==> src/rtl/ibus_arbiter.sv <==
// ---------------------------------------------------------------------------
// ibus_arbiter
//
// Purpose:
//   Hands ownership of the shared 4-bit internal bus between up to N
//   tri-state sources (input register, accumulator, ALU, memory read port).
//   The arbiter drives one-hot tri-state enables, so at most one source
//   drives the bus at any time. A dead turnaround of TURN cycles separates
//   two different owners. Selection is round-robin. An owner is forced off
//   the bus after MAXHOLD consecutive cycles if another source is waiting.
//
// Parameters:
//   N        number of requesters / enable outputs (2..8)
//   MAXHOLD  max consecutive grant cycles while another source waits (1..255)
//   TURN     bus-idle cycles between two owners (0..3, 0 = back-to-back)
//
// Optional feature (macro IBUS_PARK_EN):
//   When defined, an idle bus is parked on requester 0 (Enable[0]=1 with
//   GrantValid=0), so the bus is driven by the input register instead of
//   floating. When undefined, an idle bus floats (Enable=0).
//
// Ports:
//   CLK         in   system clock, rising edge
//   Reset       in   synchronous, active-high reset
//   Req[N]      in   per-source level request, bit 0 = input register
//   Enable[N]   out  one-hot (or zero) tri-state enable, bit 0 = EnableIn
//   GrantValid  out  high while a real grant is active
//   GrantIdx[3] out  index of the current owner, 0 when GrantValid=0
//   Busy        out  high while granting or in the turnaround gap
//
// All outputs are registered.
// ---------------------------------------------------------------------------
module ibus_arbiter #(
    parameter int N       = 4,
    parameter int MAXHOLD = 8,
    parameter int TURN    = 1
) (
    input  logic         CLK,
    input  logic         Reset,
    input  logic [N-1:0] Req,
    output logic [N-1:0] Enable,
    output logic         GrantValid,
    output logic [2:0]   GrantIdx,
    output logic         Busy
);

`ifdef IBUS_PARK_EN
    localparam bit PARK_EN = 1'b1;
`else
    localparam bit PARK_EN = 1'b0;
`endif

    localparam logic [7:0] HOLD_MAX  = 8'(MAXHOLD);
    localparam logic [7:0] HOLD_LAST = 8'(MAXHOLD - 1);
    localparam logic [1:0] TURN_LAST = 2'((TURN > 0) ? TURN - 1 : 0);

    typedef enum logic [1:0] {
        S_IDLE  = 2'd0,
        S_GRANT = 2'd1,
        S_TURN  = 2'd2
    } state_t;

    state_t       state_q, state_d;
    logic [2:0]   ptr_q, ptr_d;
    logic [2:0]   owner_q, owner_d;
    logic [7:0]   hold_q, hold_d;
    logic [1:0]   turn_q, turn_d;

    logic [N-1:0] enable_q, enable_d;
    logic         gvalid_q, gvalid_d;
    logic [2:0]   gidx_q, gidx_d;
    logic         busy_q, busy_d;

    // ------------------------------------------------------------------
    // Round-robin winner search
    // ------------------------------------------------------------------
    logic [2:0]     arb_base;
    logic [2*N-1:0] req_dbl;
    logic [N-1:0]   req_rot;
    logic [2:0]     arb_off;
    logic [3:0]     arb_sum;
    logic [2:0]     arb_idx;
    logic           arb_found;

    function automatic logic [2:0] wrap_inc(input logic [2:0] idx);
        if (int'(idx) >= N - 1) begin
            return 3'd0;
        end
        return idx + 3'd1;
    endfunction

    // While an owner is being released, arbitration for a back-to-back
    // handoff must already use the advanced pointer, so the base is derived
    // from the owner instead of the not-yet-updated ptr_q.
    assign arb_base  = (state_q == S_GRANT) ? wrap_inc(owner_q) : ptr_q;
    assign req_dbl   = {Req, Req} >> arb_base;
    assign req_rot   = req_dbl[N-1:0];
    assign arb_found = |Req;

    always_comb begin
        arb_off = 3'd0;
        for (int k = N - 1; k >= 0; k--) begin
            if (req_rot[k]) begin
                arb_off = 3'(k);
            end
        end
    end

    assign arb_sum = {1'b0, arb_base} + {1'b0, arb_off};
    assign arb_idx = (int'(arb_sum) >= N) ? 3'(int'(arb_sum) - N) : arb_sum[2:0];

    // ------------------------------------------------------------------
    // Owner request decode
    // ------------------------------------------------------------------
    logic [N-1:0] owner_mask;
    logic         own_req;
    logic         oth_req;

    genvar gi;
    generate
        for (gi = 0; gi < N; gi++) begin : g_owner_mask
            assign owner_mask[gi] = (owner_q == 3'(gi));
        end
    endgenerate

    assign own_req = |(Req & owner_mask);
    assign oth_req = |(Req & ~owner_mask);

    // Bus is actually parked only in IDLE with the park enable up; right
    // after reset the bus is idle but not yet parked, so no gap is owed.
    logic parked;
    assign parked = PARK_EN && (state_q == S_IDLE) && enable_q[0];

    // ------------------------------------------------------------------
    // State register
    // ------------------------------------------------------------------
    always_ff @(posedge CLK) begin
        if (Reset) begin
            state_q  <= S_IDLE;
            ptr_q    <= 3'd0;
            owner_q  <= 3'd0;
            hold_q   <= 8'd0;
            turn_q   <= 2'd0;
            enable_q <= '0;
            gvalid_q <= 1'b0;
            gidx_q   <= 3'd0;
            busy_q   <= 1'b0;
        end else begin
            state_q  <= state_d;
            ptr_q    <= ptr_d;
            owner_q  <= owner_d;
            hold_q   <= hold_d;
            turn_q   <= turn_d;
            enable_q <= enable_d;
            gvalid_q <= gvalid_d;
            gidx_q   <= gidx_d;
            busy_q   <= busy_d;
        end
    end

    // ------------------------------------------------------------------
    // Next-state logic
    // ------------------------------------------------------------------
    always_comb begin
        state_d = state_q;
        ptr_d   = ptr_q;
        owner_d = owner_q;
        hold_d  = hold_q;
        turn_d  = turn_q;

        case (state_q)
            S_IDLE: begin
                if (arb_found) begin
                    // Leaving park for a different source still needs the
                    // dead gap, because source 0 was driving the bus.
                    if (parked && (arb_idx != 3'd0) && (TURN > 0)) begin
                        state_d = S_TURN;
                        turn_d  = TURN_LAST;
                    end else begin
                        state_d = S_GRANT;
                        owner_d = arb_idx;
                        hold_d  = 8'd0;
                    end
                end
            end

            S_GRANT: begin
                if (hold_q != HOLD_MAX) begin
                    hold_d = hold_q + 8'd1;
                end
                // Forced release uses >= so that an owner which saturated
                // the counter while alone is still bounded once a competitor
                // shows up.
                if (!own_req || ((hold_q >= HOLD_LAST) && oth_req)) begin
                    ptr_d = wrap_inc(owner_q);
                    if (TURN > 0) begin
                        state_d = S_TURN;
                        turn_d  = TURN_LAST;
                    end else if (arb_found) begin
                        state_d = S_GRANT;
                        owner_d = arb_idx;
                        hold_d  = 8'd0;
                    end else begin
                        state_d = S_IDLE;
                    end
                end
            end

            S_TURN: begin
                if (turn_q != 2'd0) begin
                    turn_d = turn_q - 2'd1;
                end else if (arb_found) begin
                    state_d = S_GRANT;
                    owner_d = arb_idx;
                    hold_d  = 8'd0;
                end else begin
                    state_d = S_IDLE;
                end
            end

            default: begin
                state_d = S_IDLE;
            end
        endcase
    end

    // ------------------------------------------------------------------
    // Output logic (next values of the registered outputs)
    // ------------------------------------------------------------------
    always_comb begin
        gvalid_d = (state_d == S_GRANT);
        gidx_d   = gvalid_d ? owner_d : 3'd0;
        busy_d   = (state_d != S_IDLE);
    end

    generate
        for (gi = 0; gi < N; gi++) begin : g_enable
            if (gi == 0) begin : g_park
                assign enable_d[gi] = (gvalid_d && (owner_d == 3'(gi))) ||
                                      (PARK_EN && (state_d == S_IDLE));
            end else begin : g_plain
                assign enable_d[gi] = gvalid_d && (owner_d == 3'(gi));
            end
        end
    endgenerate

    assign Enable     = enable_q;
    assign GrantValid = gvalid_q;
    assign GrantIdx   = gidx_q;
    assign Busy       = busy_q;

endmodule

==> config.mk <==
export PLATFORM = sky130hd
export DESIGN_NAME = ibus_arbiter
export DESIGN_NICKNAME = d
export VERILOG_FILES = /design/src/rtl/ibus_arbiter.sv
export SDC_FILE = /design/constraint.sdc
export NUM_CORES = 1
export LEC_CHECK = 0
export CELL_PAD_IN_SITES_DETAIL_PLACEMENT = 0
export CELL_PAD_IN_SITES_GLOBAL_PLACEMENT = 1
export CORE_ASPECT_RATIO = 1.1
export CORE_MARGIN = 1
export CORE_UTILIZATION = 41
export DETAILED_ROUTE_END_ITERATION = 10
export GPL_ROUTABILITY_DRIVEN = 0
export PLACE_DENSITY = 0.86
export SETUP_SLACK_MARGIN = 0.3
export SLEW_MARGIN = 20
export SYNTH_ARGS = -nofsm -noshare
export SYNTH_HDL_FRONTEND = slang
export SYNTH_SLANG_ARGS = --single-unit
==> constraint.sdc <==
create_clock -name CLK -period 5.99 [get_ports CLK]
set_clock_uncertainty 0.1 [all_clocks]
set_input_delay 1.797 -clock CLK [delete_from_list [all_inputs] [get_ports CLK]]
set_output_delay 1.797 -clock CLK [all_outputs]
set_load 0.05 [all_outputs]
==> results of run 1 <==
[metal layers]
| metal | share of wire | track usage |
|---|---|---|
| met1 | 0.53 | 0.2341 |
| met2 | 0.45 | 0.2690 |
| met3 | 0.015 | 0.01452 |
| met4 | 0.010 | 0.05185 |
| met5 | 0 | 0 |
[cell families (layout without fill, tap and decap cells)]
family | Yosys count | after routing
AND/OR/NAND/NOR | 73 | 73
XOR/XNOR | 6 | 6
buffers and inverters | 22 | 35
multiplexers | 11 | 11
adder cells (fa/ha/maj) | 15 | 15
AO/OA/AOI/OAI | 48 | 48
flip-flops | 27 | 27
[cells in the mapped netlist, types with 2 or more instances]
| library cell | instances | share of area |
|---|---|---|
| sky130_fd_sc_hd__dfxtp_1 | 27 | 0.31 |
| sky130_fd_sc_hd__inv_1 | 16 | 0.034 |
| sky130_fd_sc_hd__nor2_1 | 15 | 0.032 |
| sky130_fd_sc_hd__ha_1 | 14 | 0.10 |
| sky130_fd_sc_hd__nand2_1 | 12 | 0.026 |
| sky130_fd_sc_hd__mux2i_1 | 11 | 0.063 |
| sky130_fd_sc_hd__a21oi_1 | 8 | 0.023 |
| sky130_fd_sc_hd__nand3_1 | 7 | 0.020 |
| sky130_fd_sc_hd__nor3_1 | 7 | 0.020 |
| sky130_fd_sc_hd__o21ai_0 | 7 | 0.020 |
| sky130_fd_sc_hd__nor4_1 | 6 | 0.021 |
| sky130_fd_sc_hd__xnor2_1 | 6 | 0.030 |
| sky130_fd_sc_hd__nand2b_1 | 5 | 0.018 |
| sky130_fd_sc_hd__a21o_1 | 3 | 0.013 |
| sky130_fd_sc_hd__a22oi_1 | 3 | 0.013 |
| sky130_fd_sc_hd__and2_1 | 3 | 0.011 |
| sky130_fd_sc_hd__clkbuf_1 | 3 | 0.0064 |
| sky130_fd_sc_hd__o21ai_1 | 3 | 0.0085 |
| sky130_fd_sc_hd__a211oi_1 | 2 | 0.0085 |
| sky130_fd_sc_hd__a21oi_2 | 2 | 0.010 |
| sky130_fd_sc_hd__and3_1 | 2 | 0.0071 |
| sky130_fd_sc_hd__nor2b_1 | 2 | 0.0071 |
| sky130_fd_sc_hd__nor4b_2 | 2 | 0.017 |
| sky130_fd_sc_hd__o32ai_1 | 2 | 0.010 |
| sky130_fd_sc_hd__or3_1 | 2 | 0.0071 |
[worst max-delay path: stages]
cell and delay (ps):
sky130_fd_sc_hd__clkdlybuf4s50_1 630, sky130_fd_sc_hd__inv_1 90, sky130_fd_sc_hd__a211oi_1 200, sky130_fd_sc_hd__mux2i_1 130, sky130_fd_sc_hd__nand2_1 110, sky130_fd_sc_hd__mux2i_1 280, sky130_fd_sc_hd__fa_1 460, sky130_fd_sc_hd__a22oi_1 390
sky130_fd_sc_hd__nor4b_2 260
[flip-flops by register name, summed over array words and instances (netlist names)]
| name | cells |
|---|---|
| ptr_q | 3 |
| owner_q | 3 |
| GrantIdx | 3 |
| GrantValid | 1 |
| hold_q | 8 |
| state_q | 2 |
| turn_q | 2 |
| Enable | 4 |
| Busy | 1 |
[stage by stage]
step	power [mW]	area [sq um]	setup slack (ps)	std cells	utilization
after CTS	0.7801	1987	1753	267	0.4938
after global routing	0.8311	1987	1481	267	0.4938
after global placement	0.6731	1941	1476	263	0.4823
after detailed placement	0.6750	1941	1470	263	0.4823
after floorplan	0.5716	1759	2366	202	-
final	0.7740	1987	1731	267	0.4938
[area by class of cell]
cell class,count,area [sq um]
fill,404,2037
multi-input combinational,153,1131
sequential,27,540.5
timing repair buffer,14,140.1
tap,52,65.06
inverter,17,63.81
clock buffer,3,41.29
clock inverter,1,5.005
[cells in the final DEF (no fill, tap or decap), types with 2 or more instances in the layout]
master	netlist	layout
sky130_fd_sc_hd__a211oi_1	2	2
sky130_fd_sc_hd__a21o_1	3	3
sky130_fd_sc_hd__a21oi_1	8	8
sky130_fd_sc_hd__a21oi_2	2	2
sky130_fd_sc_hd__a22oi_1	3	3
sky130_fd_sc_hd__and2_1	3	3
sky130_fd_sc_hd__and3_1	2	2
sky130_fd_sc_hd__clkbuf_8	0	3
sky130_fd_sc_hd__clkdlybuf4s50_1	0	14
sky130_fd_sc_hd__dfxtp_1	27	27
sky130_fd_sc_hd__ha_1	14	14
sky130_fd_sc_hd__inv_1	16	16
sky130_fd_sc_hd__mux2i_1	11	11
sky130_fd_sc_hd__nand2_1	12	12
sky130_fd_sc_hd__nand2b_1	5	5
sky130_fd_sc_hd__nand3_1	7	7
sky130_fd_sc_hd__nor2_1	15	15
sky130_fd_sc_hd__nor2b_1	2	2
sky130_fd_sc_hd__nor3_1	7	7
sky130_fd_sc_hd__nor4_1	6	6
sky130_fd_sc_hd__nor4b_2	2	2
sky130_fd_sc_hd__o21ai_0	7	7
sky130_fd_sc_hd__o21ai_1	3	3
sky130_fd_sc_hd__o32ai_1	2	2
sky130_fd_sc_hd__or3_1	2	2
sky130_fd_sc_hd__xnor2_1	6	6
[power groups by stage]
stage               clock network [mW]  registers (mW)  logic, mW
global route                     0.114           0.238      0.479
CTS                              0.107           0.234      0.439
detailed placement                   0           0.238      0.437
floorplan                            0           0.300      0.272
global placement                     0           0.238      0.435
finish                           0.104           0.234      0.437
[worst max-delay path by stage]
stage | startpoint | to | slack [ps] | depth (start not counted)
4_1_cts | Req[0] | Enable[1] | 1750 | 9
6_report | Req[0] | Enable[1] | 1730 | 9
3_5_place_dp | Req[0] | Enable[1] | 1470 | 9
3_3_place_gp | Req[0] | Enable[0] | 1480 | 9
5_1_grt | Req[0] | Enable[0] | 1480 | 9
2_1_floorplan | Req[0] | Enable[0] | 2370 | 8
==> metrics.md, run 1 <==
| Metric | Value |
|---|---|
| Clock power share | `0.134` |
| Gate count of the mapped netlist | `202` |
| Routed wire per std cell | `roughly 13 um` |
| Share of synthesized area occupied by flip-flops and latches | `0.3073` |
| Post-synthesis xor/xnor area fraction | `0.02987` |
| Average via count per standard cell | `~5.4` |
| Count of unresolved DRC violations after routing | `0` |
| Crit path launch type | `input pin` |
| Switching share of power | `0.4513` |
| Synthesized flop and latch total | `27` |
| Resized cells post-CTS | `0` |
| Worst supply voltage drop on vdd | `approximately 0.22 mV` |
| Detailed Place HPWL | `~2.7 mm` |
| Clock tree root buffer cell | `sky130_fd_sc_hd__clkbuf_8` |
| Highest net fanout along the worst path | `7` |
| Required time worst endpoint | `6080 ps` |
| Leakage | `between 0.7 and 0.8 nW` |
| Number of buffer cells added on primary ports | `14` |
| Setup TNS | `0 ps` |
| Critical path class | `input pin to flip-flop` |
| Via count | `1,431` |
| Origin of the worst min-delay path | `ptr_q[2]` |
| Capture endpoint of the worst hold path | `ptr_q[2]` |
| Simple-gate portion of the synthesized area | `0.2368` |
| Type of the worst min-delay path | `flip-flop to flip-flop` |
| Number of distinct library cell variants in the gate-level netlist after synthesis | `57` |
| Hold violation total from the final report | `0` |
| Remaining number of nets flagged by the antenna check after routing | `0` |
| Maximum count of clock buffers along a single path | `2` |
| Reg2Reg Setup Slack | `2270 ps` |
| Synthesized-area fraction occupied by ao, oa, aoi and oai cells | `0.2027` |
| Clock H-tree levels | `1` |
| Floorplan die area | `roughly 0.0046 sq mm` |
| Grt ovf | `0` |
| Worst-Margin Slew | `a little over 700 ps` |
| Tmin final | `about 4300 ps` |
| Post-CTS Repair Setup Buffers | `0` |
| Number of CTS-inserted buffers | `3` |
| Die width | `approximately 64 um` |
| Final setup violation count | `0` |
| Net switching component of the power | `0.3493 mW` |
| Number of synthesized flops with an enable pin | `0` |
| Share of the clock period used by the worst path after layout | `0.7110` |
| Max cap viols | `0` |
| Std-Cell Rows | `24` |
| Sequential share of power | `0.302` |
| Initial Utilization | `0.4372` |
| Proportion of layout cells with a drive suffix above 1 | `0.07907` |
| Count of pins on the block boundary | `15` |
| Max Fclk | `about 230 MHz` |
| Initial antenna violation count | `0` |
| # clock sinks | `27` |
| Async set or reset register ratio after synthesis | `0` |
| Number of nets in the finished design | `about 240` |
| Syn. warnings | `0` |
| Die height | `around 71 um` |
| Clock transition time at the flip-flop clock pins of the worst setup and hold paths | `roughly 90 ps` |
| Hold depth | `2` |
| Hold-fix buffers, CTS | `0` |
| First-pass GRT wire length | `roughly 6 mm` |
| Tightest hold margin | `361.8 ps` |
| Clk_lat worst skew | `about 270 ps` |
| Detailed Route Iter0 Violations | `around 70` |
| Routed WL | `roughly 3.5 mm` |
| Detailed Routing Iterations Pass 1 | `4` |
| Cell Area, Synth | `~0.0018 sq mm` |
| Pin count of the biggest net entering global routing | `16` |
| Clock tree from TritonCTS | `built` |
| Element type at the critical path end | `flip-flop` |
| Largest family of logic cells by synthesized area | `simple AND/OR/NAND/NOR gates` |
| Core outline area | `between 0.004 and 0.005 sq mm` |
| Proportion of power drawn by combinational gates | `0.564` |
| Post-Synthesis Net Count | `223` |
| Worst Path Arrival | `about 4400 ps` |
| Aggregate global-route resource usage | `0.1666` |
| Path depth of the worst reg2reg path | `11` |
| RSZ-0062 raised after global routing | `false` |
| P per Cell Area | `about 400 mW/mm^2` |
| Number of global-route vias before repair | `roughly 1,300` |
| Final antenna diode count | `0` |
| Max Slew Vio Count | `0` |
| Prevailing post-synth register cell | `sky130_fd_sc_hd__dfxtp_1` |
| P&R area growth vs syn | `12.94%` |
| Portion of netlist area occupied by mux cells | `0.06259` |
| Arithmetic-cell share of the synthesized area counting full adders, half adders and majority gates | `0.1110` |
| Result of the run | `finished, final reports clean` |
| Tightest slew margin relative to the limit | `0.5223` |
| Average size of a mapped cell | `8.709 sq um` |
| Launch instance of the worst register-to-register path | `state_q[1]` |
| Pint | `~0.42 mW` |
| Endpoint of the lowest-slack register-to-register path | `Enable[1]` |
No activity file was read; power rests on OpenSTA's default activity.
==> inputs of run 2 (changes only) <==
CORE_UTILIZATION = 39   (was 41)
PLACE_DENSITY = 0.85   (was 0.86)
clock period = 3.9 ns   (was 5.99 ns; I/O delays follow)
==> metrics.md, run 2 (synthesized netlist as in run 1, its figures left out) <==
| Metric | Value |
|---|---|
| Result of the run | `finished, final reports clean (unchanged)` |
| Detailed Route Iter0 Violations | `45 (was 72)` |
| Remaining number of nets flagged by the antenna check after routing | `0 (unchanged)` |
| Number of CTS-inserted buffers | `3 (unchanged)` |
| Number of buffer cells added on primary ports | `14 (unchanged)` |
| Die height | `72.44 um (was 70.70 um)` |
| Path depth of the worst reg2reg path | `14 (was 11)` |
| Post-CTS Repair Setup Buffers | `0 (unchanged)` |
| Origin of the worst min-delay path | `ptr_q[2] (unchanged)` |
| Number of global-route vias before repair | `1,400 (was 1,349)` |
| Max Slew Vio Count | `0 (unchanged)` |
| Final setup violation count | `0 (unchanged)` |
| # clock sinks | `27 (unchanged)` |
| Post-detailed-placement cell area | `0.002003 sq mm (was 0.001941 sq mm)` |
| Tightest slew margin relative to the limit | `0.4985 (was 0.5223)` |
| Initial antenna violation count | `0 (unchanged)` |
| Launch instance of the worst register-to-register path | `owner_q[1] (was state_q[1])` |
| Clk_lat worst skew | `280 ps (was 270 ps)` |
| Setup TNS | `0 ps (unchanged)` |
| Endpoint of the lowest-slack register-to-register path | `Enable[0] (was Enable[1])` |
| Aggregate global-route resource usage | `0.1649 (was 0.1666)` |
| Clock H-tree levels | `1 (unchanged)` |
| Worst supply voltage drop on vdd | `0.3541 mV (was 0.2180 mV)` |
| Initial Utilization | `0.4075 (was 0.4372)` |
| Max Fclk | `between 200 and 300 MHz` |
| Maximum count of clock buffers along a single path | `2 (unchanged)` |
| Clock transition time at the flip-flop clock pins of the worst setup and hold paths | `100 ps (was 90 ps)` |
| Largest Register | `hold_q (unchanged)` |
| P&R area growth vs syn | `17.71% (was 12.94%)` |
| Die width | `66.04 um (was 64.46 um)` |
| Reg2Reg Setup Slack | `540 ps (was 2270 ps)` |
| Grt ovf | `0 (unchanged)` |
| Core occupancy in the finished layout | `0.4797 (was 0.4938)` |
| Design Power | `1.240 mW (was 0.7740 mW)` |
| Hold depth | `2 (unchanged)` |
| Number of nets in the finished design | `245 (was 237)` |
| Crit path launch type | `input pin (unchanged)` |
| Core outline area | `0.004317 sq mm (was 0.004024 sq mm)` |
| Leakage | `0.8024 nW (was 0.7623 nW)` |
| Element type at the critical path end | `flip-flop (unchanged)` |
| Final instance area | `0.002071 sq mm (was 0.001987 sq mm)` |
| Routed wire per std cell | `13.49 um (was 13.06 um)` |
| Max cap viols | `0 (unchanged)` |
| Number of flip-flops under the largest register name | `8 (unchanged)` |
| Proportion of layout cells with a drive suffix above 1 | `0.1390 (was 0.07907)` |
| Std-Cell Rows | `25 (was 24)` |
| RSZ-0062 raised after global routing | `false (unchanged)` |
| Capture endpoint of the worst hold path | `ptr_q[2] (unchanged)` |
| Hold-fix buffers, CTS | `0 (unchanged)` |
| Via count | `1,501 (was 1,431)` |
| First-pass GRT wire length | `6.230 mm (was 6.072 mm)` |
| Pin count of the biggest net entering global routing | `17 (was 16)` |
| Share of the clock period used by the worst path after layout | `0.8697` |
| Count of pins on the block boundary | `15 (unchanged)` |
| Critical path class | `input pin to flip-flop (unchanged)` |
| Most frequent standard cell in the layout excluding fill and tap cells | `sky130_fd_sc_hd__dfxtp_1 (unchanged)` |
| P per Cell Area | `598.6 mW/mm^2 (was 389.5 mW/mm^2)` |
| Tmin final | `~3400 ps` |
| Final antenna diode count | `0 (unchanged)` |
| Placed insts | `273 (was 263)` |
| Floorplan die area | `0.004784 sq mm (was 0.004557 sq mm)` |
| Detailed Routing Iterations Pass 1 | `4 (unchanged)` |
| Resized cells post-CTS | `0 (unchanged)` |
| Worst-Margin Slew | `745.9 ps (was 710.5 ps)` |
| Hold violation total from the final report | `0 (unchanged)` |
| Detailed Place HPWL | `2.792 mm (was 2.683 mm)` |
| Type of the worst min-delay path | `flip-flop to flip-flop (unchanged)` |
| Clock tree from TritonCTS | `built (unchanged)` |
| Required time worst endpoint | `4000 ps (was 6080 ps)` |
| Fin cells | `277 (was 267)` |
| Leading cell types in the layout, fill and taps excluded | `sky130_fd_sc_hd__dfxtp_1, sky130_fd_sc_hd__inv_1, sky130_fd_sc_hd__nor2_1, sky130_fd_sc_hd__ha_1, sky130_fd_sc_hd__clkdlybuf4s50_1 (unchanged)` |
| Clock tree root buffer cell | `sky130_fd_sc_hd__clkbuf_8 (unchanged)` |
| Count of unresolved DRC violations after routing | `0 (unchanged)` |
| Average via count per standard cell | `5.419 (was 5.360)` |
| Highest net fanout along the worst path | `3 (was 7)` |
| Routed WL | `3.736 mm (was 3.487 mm)` |
| Worst Path Arrival | `3490 ps (was 4350 ps)` |
## run 2: cell count changes in the layout (fill, tap and decap cells not counted), sizes merged
cell,delta
buf,+8
clkinvlp,+1
clkinv,-2
inv,+1
## run 2: critical path, stage by stage
cell and delay [ps]:
sky130_fd_sc_hd__clkdlybuf4s50_1 490, sky130_fd_sc_hd__inv_1 60, sky130_fd_sc_hd__a211oi_1 160, sky130_fd_sc_hd__mux2i_1 130, sky130_fd_sc_hd__nand2_1 100, sky130_fd_sc_hd__mux2i_1 290
sky130_fd_sc_hd__ha_1 290, sky130_fd_sc_hd__a21oi_1 130, sky130_fd_sc_hd__nor2b_1 70, sky130_fd_sc_hd__a22o_1 200, sky130_fd_sc_hd__a21bo_1 200, sky130_fd_sc_hd__nor4b_2 200
## run 2: power by group
| part | switching [mW] | total (mW) | internal (mW) |
|---|---|---|---|
| Sequential | 0.0303 | 0.356 | 0.326 |
| Clock | 0.0934 | 0.166 | 0.0726 |
| Combinational | 0.438 | 0.717 | 0.279 |
| Total | 0.562 | 1.24 | 0.678 |
## run 2: worst max path at each step
| stage | from | to | slack (ps) | cells past startpoint |
|---|---|---|---|---|
| after floorplan | owner_q[0] | Enable[0] | 730 | 12 |
| after global placement | Req[0] | Enable[0] | 250 | 9 |
| after detailed placement | Req[0] | Enable[1] | 160 | 9 |
| after CTS | owner_q[1] | Enable[1] | 310 | 12 |
| after global routing | Req[0] | Enable[0] | 330 | 12 |
| final | Req[0] | Enable[0] | 510 | 12 |
## run 2: routing by layer
layer,GRT usage,share of wire,vias to the layer above
li1,-,-,776
met1,0.2281,0.50,704
met2,0.2585,0.46,17
met3,0.02358,0.021,4
met4,0.06147,0.014,0
met5,0,0,-
## run 2: layout make-up
class                   instances  area [sq um]
clock buffers                   3         41.29
clock inverters                 1         7.507
fillers                       444          2246
inverters                      17         63.81
multi-input cells             153          1149
flip-flops and latches         27         541.8
well taps                      54         67.56
repair buffers                 22         200.2
## run 2: stage by stage
step                hold WS [ps]  setup slack, ps
floorplan                  330.2            730.6
global route               393.8            326.9
finish                     357.0            508.1
CTS                        363.7            313.0
global placement           343.7            247.1
detailed placement         347.6            159.3
